### src/rtl/ln_requant_sink.sv
// ln_requant_sink: requantises a signed layer-norm output stream to D_W-bit
// elements (multiply, arithmetic right shift, saturate), packs PACK elements
// per word and queues the words in a first-word-fall-through FIFO.
// Optional build macro LN_REQUANT_SINK_ROUND_EN: round half up before the
// shift instead of flooring.
module ln_requant_sink #(
  parameter int D_W        = 8,
  parameter int D_W_ACC    = 32,
  parameter int N          = 768,
  parameter int PACK       = 4,
  parameter int FIFO_DEPTH = 16
) (
  input  logic                        clk,
  input  logic                        rst,
  input  logic                        enable,
  input  logic                        in_valid,
  input  logic signed [D_W_ACC-1:0]   qin,
  input  logic signed [15:0]          mult,
  input  logic        [4:0]           shift,
  output logic                        out_valid,
  input  logic                        out_ready,
  output logic        [PACK*D_W-1:0]  out_data,
  output logic                        out_last,
  output logic                        overflow
);

  localparam int PW = D_W_ACC + 16;
  localparam int WW = PACK * D_W;
  localparam int CW = (N > 1) ? $clog2(N) : 1;
  localparam int LW = (PACK > 1) ? $clog2(PACK) : 1;
  localparam int AW = $clog2(FIFO_DEPTH);
  localparam logic signed [PW:0] SAT_MAX = (PW+1)'((64'sd1 <<< (D_W - 1)) - 64'sd1);
  localparam logic signed [PW:0] SAT_MIN = ~SAT_MAX;

  logic                 v1, v2;
  logic signed [PW-1:0] prod;
  logic signed [PW:0]   s2, rnd, shifted;
  logic [D_W-1:0]       sat;
  logic [D_W-1:0]       lanes [PACK];
  logic [LW-1:0]        lane_cnt;
  logic [CW-1:0]        elem_cnt;
  logic                 done, done_last;
  logic [WW-1:0]        word;
  logic                 push_v, push_last;
  logic [WW-1:0]        push_data;
  logic [WW:0]          mem [FIFO_DEPTH];
  logic [AW:0]          wr_ptr, rd_ptr;
  logic                 empty, full, pop, push_ok;

  // Stage 1: full-precision product
  always_ff @(posedge clk) begin
    if (rst) begin
      v1   <= 1'b0;
      prod <= '0;
    end else if (enable) begin
      v1 <= in_valid;
      if (in_valid) prod <= PW'(qin) * PW'(mult);
    end
  end

  // Rounding offset and arithmetic shift of the stage-1 product
  always_comb begin
    rnd = '0;
`ifdef LN_REQUANT_SINK_ROUND_EN
    if (shift != 5'd0) rnd = (PW+1)'(1) <<< (shift - 5'd1);
`endif
    shifted = ((PW+1)'(prod) + rnd) >>> shift;
  end

  // Stage 2: shifted value
  always_ff @(posedge clk) begin
    if (rst) begin
      v2 <= 1'b0;
      s2 <= '0;
    end else if (enable) begin
      v2 <= v1;
      if (v1) s2 <= shifted;
    end
  end

  // Saturate to the signed D_W range
  always_comb begin
    sat = s2[D_W-1:0];
    if (s2 > SAT_MAX) sat = SAT_MAX[D_W-1:0];
    else if (s2 < SAT_MIN) sat = SAT_MIN[D_W-1:0];
  end

  // Stage 3: lane write and element/lane counters; done pulses when a word completes
  always_ff @(posedge clk) begin
    if (rst) begin
      for (int unsigned k = 0; k < PACK; k++) lanes[k] <= '0;
      lane_cnt  <= '0;
      elem_cnt  <= '0;
      done      <= 1'b0;
      done_last <= 1'b0;
    end else begin
      done <= 1'b0;
      if (enable && v2) begin
        lanes[lane_cnt] <= sat;
        elem_cnt <= (elem_cnt == CW'(N - 1)) ? '0 : elem_cnt + CW'(1);
        if (lane_cnt == LW'(PACK - 1)) begin
          lane_cnt  <= '0;
          done      <= 1'b1;
          done_last <= (elem_cnt == CW'(N - 1));
        end else begin
          lane_cnt <= lane_cnt + LW'(1);
        end
      end
    end
  end

  // Flatten lanes into the packed word
  always_comb begin
    word = '0;
    for (int unsigned k = 0; k < PACK; k++) word[k*D_W +: D_W] = lanes[k];
  end

  // Push stage: snapshot the completed word before lane 0 of the next word lands.
  // Not gated by enable so a completed word is always pushed exactly once.
  always_ff @(posedge clk) begin
    if (rst) begin
      push_v    <= 1'b0;
      push_data <= '0;
      push_last <= 1'b0;
    end else begin
      push_v <= done;
      if (done) begin
        push_data <= word;
        push_last <= done_last;
      end
    end
  end

  assign empty   = (wr_ptr == rd_ptr);
  assign full    = (wr_ptr[AW] != rd_ptr[AW]) && (wr_ptr[AW-1:0] == rd_ptr[AW-1:0]);
  assign pop     = !empty && out_ready;
  assign push_ok = push_v && (!full || pop);

  // FIFO storage (data path only, no reset needed)
  always_ff @(posedge clk) begin
    if (push_ok) mem[wr_ptr[AW-1:0]] <= {push_last, push_data};
  end

  // FIFO pointers and sticky overflow
  always_ff @(posedge clk) begin
    if (rst) begin
      wr_ptr   <= '0;
      rd_ptr   <= '0;
      overflow <= 1'b0;
    end else begin
      if (push_ok) wr_ptr <= wr_ptr + (AW+1)'(1);
      if (pop) rd_ptr <= rd_ptr + (AW+1)'(1);
      if (push_v && full && !pop) overflow <= 1'b1;
    end
  end

  // First-word-fall-through head; zero when empty
  always_comb begin
    out_valid = !empty;
    {out_last, out_data} = empty ? '0 : mem[rd_ptr[AW-1:0]];
  end

endmodule

### config.mk
export PLATFORM = sky130hd
export DESIGN_NAME = ln_requant_sink
export DESIGN_NICKNAME = d
export VERILOG_FILES = /design/src/rtl/ln_requant_sink.sv
export SDC_FILE = /design/constraint.sdc
export NUM_CORES = 2
export LEC_CHECK = 0
export CAP_MARGIN = 20
export CORE_MARGIN = 4
export CORE_UTILIZATION = 45
export DETAILED_ROUTE_END_ITERATION = 10
export SETUP_SLACK_MARGIN = 0.5
export SLEW_MARGIN = 15
export SYNTH_ARGS = -nofsm -noshare
export SYNTH_HDL_FRONTEND = slang
export SYNTH_SLANG_ARGS = --single-unit
### constraint.sdc
create_clock -name clk -period 9.15 [get_ports clk]
set_clock_uncertainty 0.05 [all_clocks]
set_input_delay 0.915 -clock clk [delete_from_list [all_inputs] [get_ports clk]]
set_output_delay 0.915 -clock clk [all_outputs]
set_load 0.02 [all_outputs]
==> results.md <==
GRT:
- The most crowded layer after global routing is met2.
- The overall global routing resource usage is 20.6%.
- The global routing usage on met1 is 28.1%.
- The met2 track demand over resource is between 30% and 40%.
- The number of global-route vias before repair came to 31194.
- The met3 routing resource usage after global routing is 2.30%.
- The initial antenna violation count was 2.
- The first global-routing pass estimated between 150000 and 200000 um of wire.
- For this run the aggregate overflow at the end of global routing stands at 0.
- The largest net degree at the start of global routing is around 140.

Setup path:
- The slowest cell on the critical path is clkdlybuf4s50_1.
- Counting cells, the worst reg-to-reg path comes to 7.
- Traced cell by cell, the critical path runs through clkdlybuf4s50_1 -> and2_1 -> fa_1 -> inv_1 -> fa_1 -> fa_1 -> inv_1 -> fa_1 -> fa_1 -> inv_1 -> fa_1 -> inv_1 -> ha_1 -> nand2_1 -> o211a_1 -> o21ai_0 -> nor4b_4 -> nor4_2 -> o31ai_4 -> o41ai_1 -> mux2i_1 -> nand2_1.
- Counting buffers and inverters, the worst setup path is 22 cells deep.
- The data arrival time of the critical path is 8.04 ns.
- The most prevalent standard cell on the critical path is fa_1.
- The worst stage delay on the critical path is about 0.83 ns.
- STA classifies the critical path startpoint as an input pin.
- In this design, the largest share of critical-path delay is due to adder cells.
- The buffers plus inverters on the worst setup path is 5.
- The class of the most critical setup path is in2reg.
- The kind of end point of the critical path is a flop.
- The required time at the worst-slack endpoint is 9.62 ns.
- The highest net fanout along the worst path is 16.

Layout:
- Of the cells placed in the final design, the portion with a size suffix greater than 1 is about a tenth.
- Summing all flip-flop and latch instances after layout gives roughly 0.02 mm^2.
- The multi-input combinational cells in the finished layout cover a total of around 0.025 mm^2.
- The area added between synthesis and finish is 10.2%.
- The layout has just over 9000 filler cells.
- The net count of the finished layout is 4626.
- With fillers left out, the area of the finished cells amounts to about 0.052 mm^2.

Min path:
- The worst hold path passes through 2 cells.
- The tightest min-delay check is of the reg2reg type.

Yosys:
- The async set or reset register ratio after synthesis is 0%.
- edfxtp_1 is the most common cell in the netlist.
- The dominant synthesized flop cell is edfxtp_1.
- The count of mapped cells out of synthesis is 3955.
- After synthesis, the mean cell area works out to around 12 um^2.
- The count of warnings emitted by yosys is 0.
- The top-area cell type share of the netlist area is 35.4%.
- Yosys mapped a number of flops with a built-in enable equal to 560.
- The cell taking the most area after synthesis is edfxtp_1.
- After synthesis, the most frequently instantiated cells are 560 x edfxtp_1, 555 x inv_1, 486 x fa_1.
- The synthesized netlist contains 73 unique library cells.
- The area of the mapped netlist is 0.0475 mm^2.
- The flop and latch count out of synthesis is approximately 700.
- Ranked by total cell area, the synthesized netlist is headed by edfxtp_1 35%, fa_1 20%, mux4_2 7.6%.
- Sequential cells were found to cover 42.2% of the synthesized design area.
- The number of nets handed over by synthesis was roughly 4600.

Timing:
- The hold violation total from the final report came to 0.
- In this run the tightest slew margin relative to its limit is between 30% and 40%.
- Adding up every negative setup slack in the final design gives 0 ns.
- For the pin with the worst max-slew slack, the measured transition is 0.992 ns.
- The timing-limited maximum frequency is approximately 0.13 GHz.
- After layout, the worst path uses between 80% and 90% of the clock period.
- The number of pins exceeding their max-slew limit in the final report is 0.
- The total setup violations reported at the end of the flow is 0.
- The minimum clock period after layout is roughly 7.6 ns.
- Setup repair after global routing left no endpoint under its margin.

Clock tree:
- Counting the buffers created by CTS gives 75.
- The buffer type at the clock tree root is clkbuf_16.
- TritonCTS built the clock tree.
- Post-CTS repair changed the size of 0 cells.
- The clock network latency to the later pin of the worst-skew pair is 0.63 ns.
- Post-CTS timing repair inserted 0 buffers for setup.
- Buffers inserted to repair hold after CTS numbered 0.
- The clock slew at the register clock pins of the worst setup and hold paths is 0.06 ns.
- The H-tree generated during clock tree synthesis spans 3 levels.
- The maximum clock path buffer count is 3.
- Clock tree synthesis found a total of 721 sinks.

Run:
- The count of maximum capacitance violations is 0.

Power and ir drop:
- Summed over all cells, the static leakage comes to between 20 and 25 nW.
- The switching power of the nets is slightly above 9 mW.
- Power spread over the standard cell area amounts to around 390 mW/mm^2.
- Sequential cells account for between 10% and 20% of the total power.
- Across the VDD grid, the largest voltage drop is approximately 0.66 mV.
- The internal cell power is roughly 11 mW.
- The combinational group share of total power is between 60% and 70%.
- The relative contribution of the clock network to total power is between 10% and 20%.
- Net switching is 46.0% of the power.

Die:
- The area inside the core boundary is approximately 0.10 mm^2.
- The floorplan die area is between 0.1 and 0.15 mm^2.
- The die boundary height is about 330 um.
- The number of ports placed on the die boundary is 93.
- The width of the die is between 300 and 400 um.
- Once the floorplan was initialized, standard cells occupied 45.6% of the core.
- The row count is ~120.

Drt:
- For this run, design rule violations remaining after detail routing come to 0.
- Using the TritonRoute via totals, the vias-per-cell ratio works out to 5.43.
- The routed length per instance is about 21 um.
- The final route contains between 20000 and 30000 vias.
- The count of nets left with antenna violations once routing finished came out at 0.
- The wire length reported by the detailed router is 111000 um.
- The detailed router finished its first iteration with 1782 violations.
- The number of iterations in the first detailed-routing pass is 6.

Placement:
- The half-perimeter wire length after detailed placement is roughly 76000 um.
- Input and output buffers added on the ports amount to 92.
- The weighted congestion reported at the end of routability-driven placement is approximately 0.84.
- The placed standard-cell area is 0.0499 mm^2.

Run status:
- The flow ran to the end, and the final reports show no timing, DRC or antenna violations.
## tightest hold or removal path, delay by kind of cell (launching register included)
family	cells	cell delay (ns)
compound gates	1	0.05
flops	1	0.31
simple gates	1	0.05
## cells by family (layout without fill, tap and decap cells)
| group | after synthesis | in the layout | share of synthesized area, % |
|---|---|---|---|
| flops | 721 | 721 | 42.2 |
| compound gates | 393 | 393 | 5.58 |
| xor+xnor | 66 | 66 | 1.22 |
| other cells | 0 | 2 | 0 |
| buf+inv | 781 | 848 | 6.24 |
| simple gates | 1098 | 1098 | 10.7 |
| mux | 289 | 289 | 10.4 |
| fa+ha+maj | 607 | 607 | 23.7 |
## metrics by stage
stage	hold WS, ns	setup WS [ns]	std cells	utilization [%]	power (mW)
floorplan	0.381	2.20	3955	-	14.2
global placement	0.396	1.03	5262	47.9	17.2
detailed placement	0.398	0.982	5263	47.9	17.3
CTS	0.406	1.62	5401	50.3	20.4
global route	0.423	1.22	5402	50.3	22.3
finish	0.408	1.59	5404	50.3	20.2
## routing by layer
metal / wire, um / vias to the layer above / part of all wire (%)
met1: 47900 / 15192 / 43
met5: 0 / - / 0
met3: 4610 / 164 / 4.1
li1: - / 13323 / -
met2: 56100 / 651 / 50
met4: 2520 / 0 / 2.3
## worst paths after layout
check	from	to	slack, ns
hold / removal	s2[1]	s2[1]	0.41
setup reg to reg	wr_ptr[2]	mem[2][30]	5.54
hold reg to reg	s2[1]	s2[1]	0.41
setup / recovery	qin[8]	prod[47]	1.59
## flip-flops by register name, indices dropped and copies added, names as in the netlist, named ones only
name       count
done           1
done_last      1
elem_cnt      10
lane_cnt       2
lanes         32
mem          528
overflow       1
prod          48
push_data     32
push_last      1
push_v         1
rd_ptr         5
s2            48
v1             1
v2             1
wr_ptr         5
## cell usage in the layout, fill, tap and decap left out, types with 11 or more instances in the layout
cell type / n
nor2_4: 12
clkbuf_16: 77
nand3_1: 11
a21oi_1: 107
nor2b_1: 45
xnor2_1: 40
nor4_1: 11
nand2_1: 438
nand2b_1: 18
a211oi_1: 92
edfxtp_1: 560
mux4_2: 161
mux2_2: 27
o21ai_0: 66
nor2_1: 252
dfxtp_1: 156
a21o_1: 25
clkinv_2: 16
a22o_1: 13
o22ai_1: 11
nor3_1: 45
clkbuf_1: 18
clkdlybuf4s50_1: 89
ha_1: 121
xor2_1: 26
o211ai_1: 15
inv_1: 555
and2_1: 209
nand4_1: 26
fa_1: 486
clkinv_1: 11
mux2i_1: 101
buf_4: 58
## power by group through the flow
stage | Clock, mW | Combinational, mW | Sequential, mW
finish | 3.01 | 13.6 | 3.61
global route | 3.22 | 15.5 | 3.62
floorplan | 0 | 10.6 | 3.66
CTS | 3.07 | 13.7 | 3.61
global placement | 0 | 13.6 | 3.68
detailed placement | 0 | 13.6 | 3.68
## layout make-up
cell class / instances / area share, %
Multi-Input combinational cell: 2453 / 47.0
Tap cell: 1380 / 3.30
Inverter: 559 / 4.01
Antenna cell: 2 / 0.00956
Clock buffer: 101 / 3.97
Timing Repair Buffer: 151 / 2.62
Sequential cell: 721 / 38.3
Clock inverter: 37 / 0.729
No activity file was read; power rests on OpenSTA's default activity.
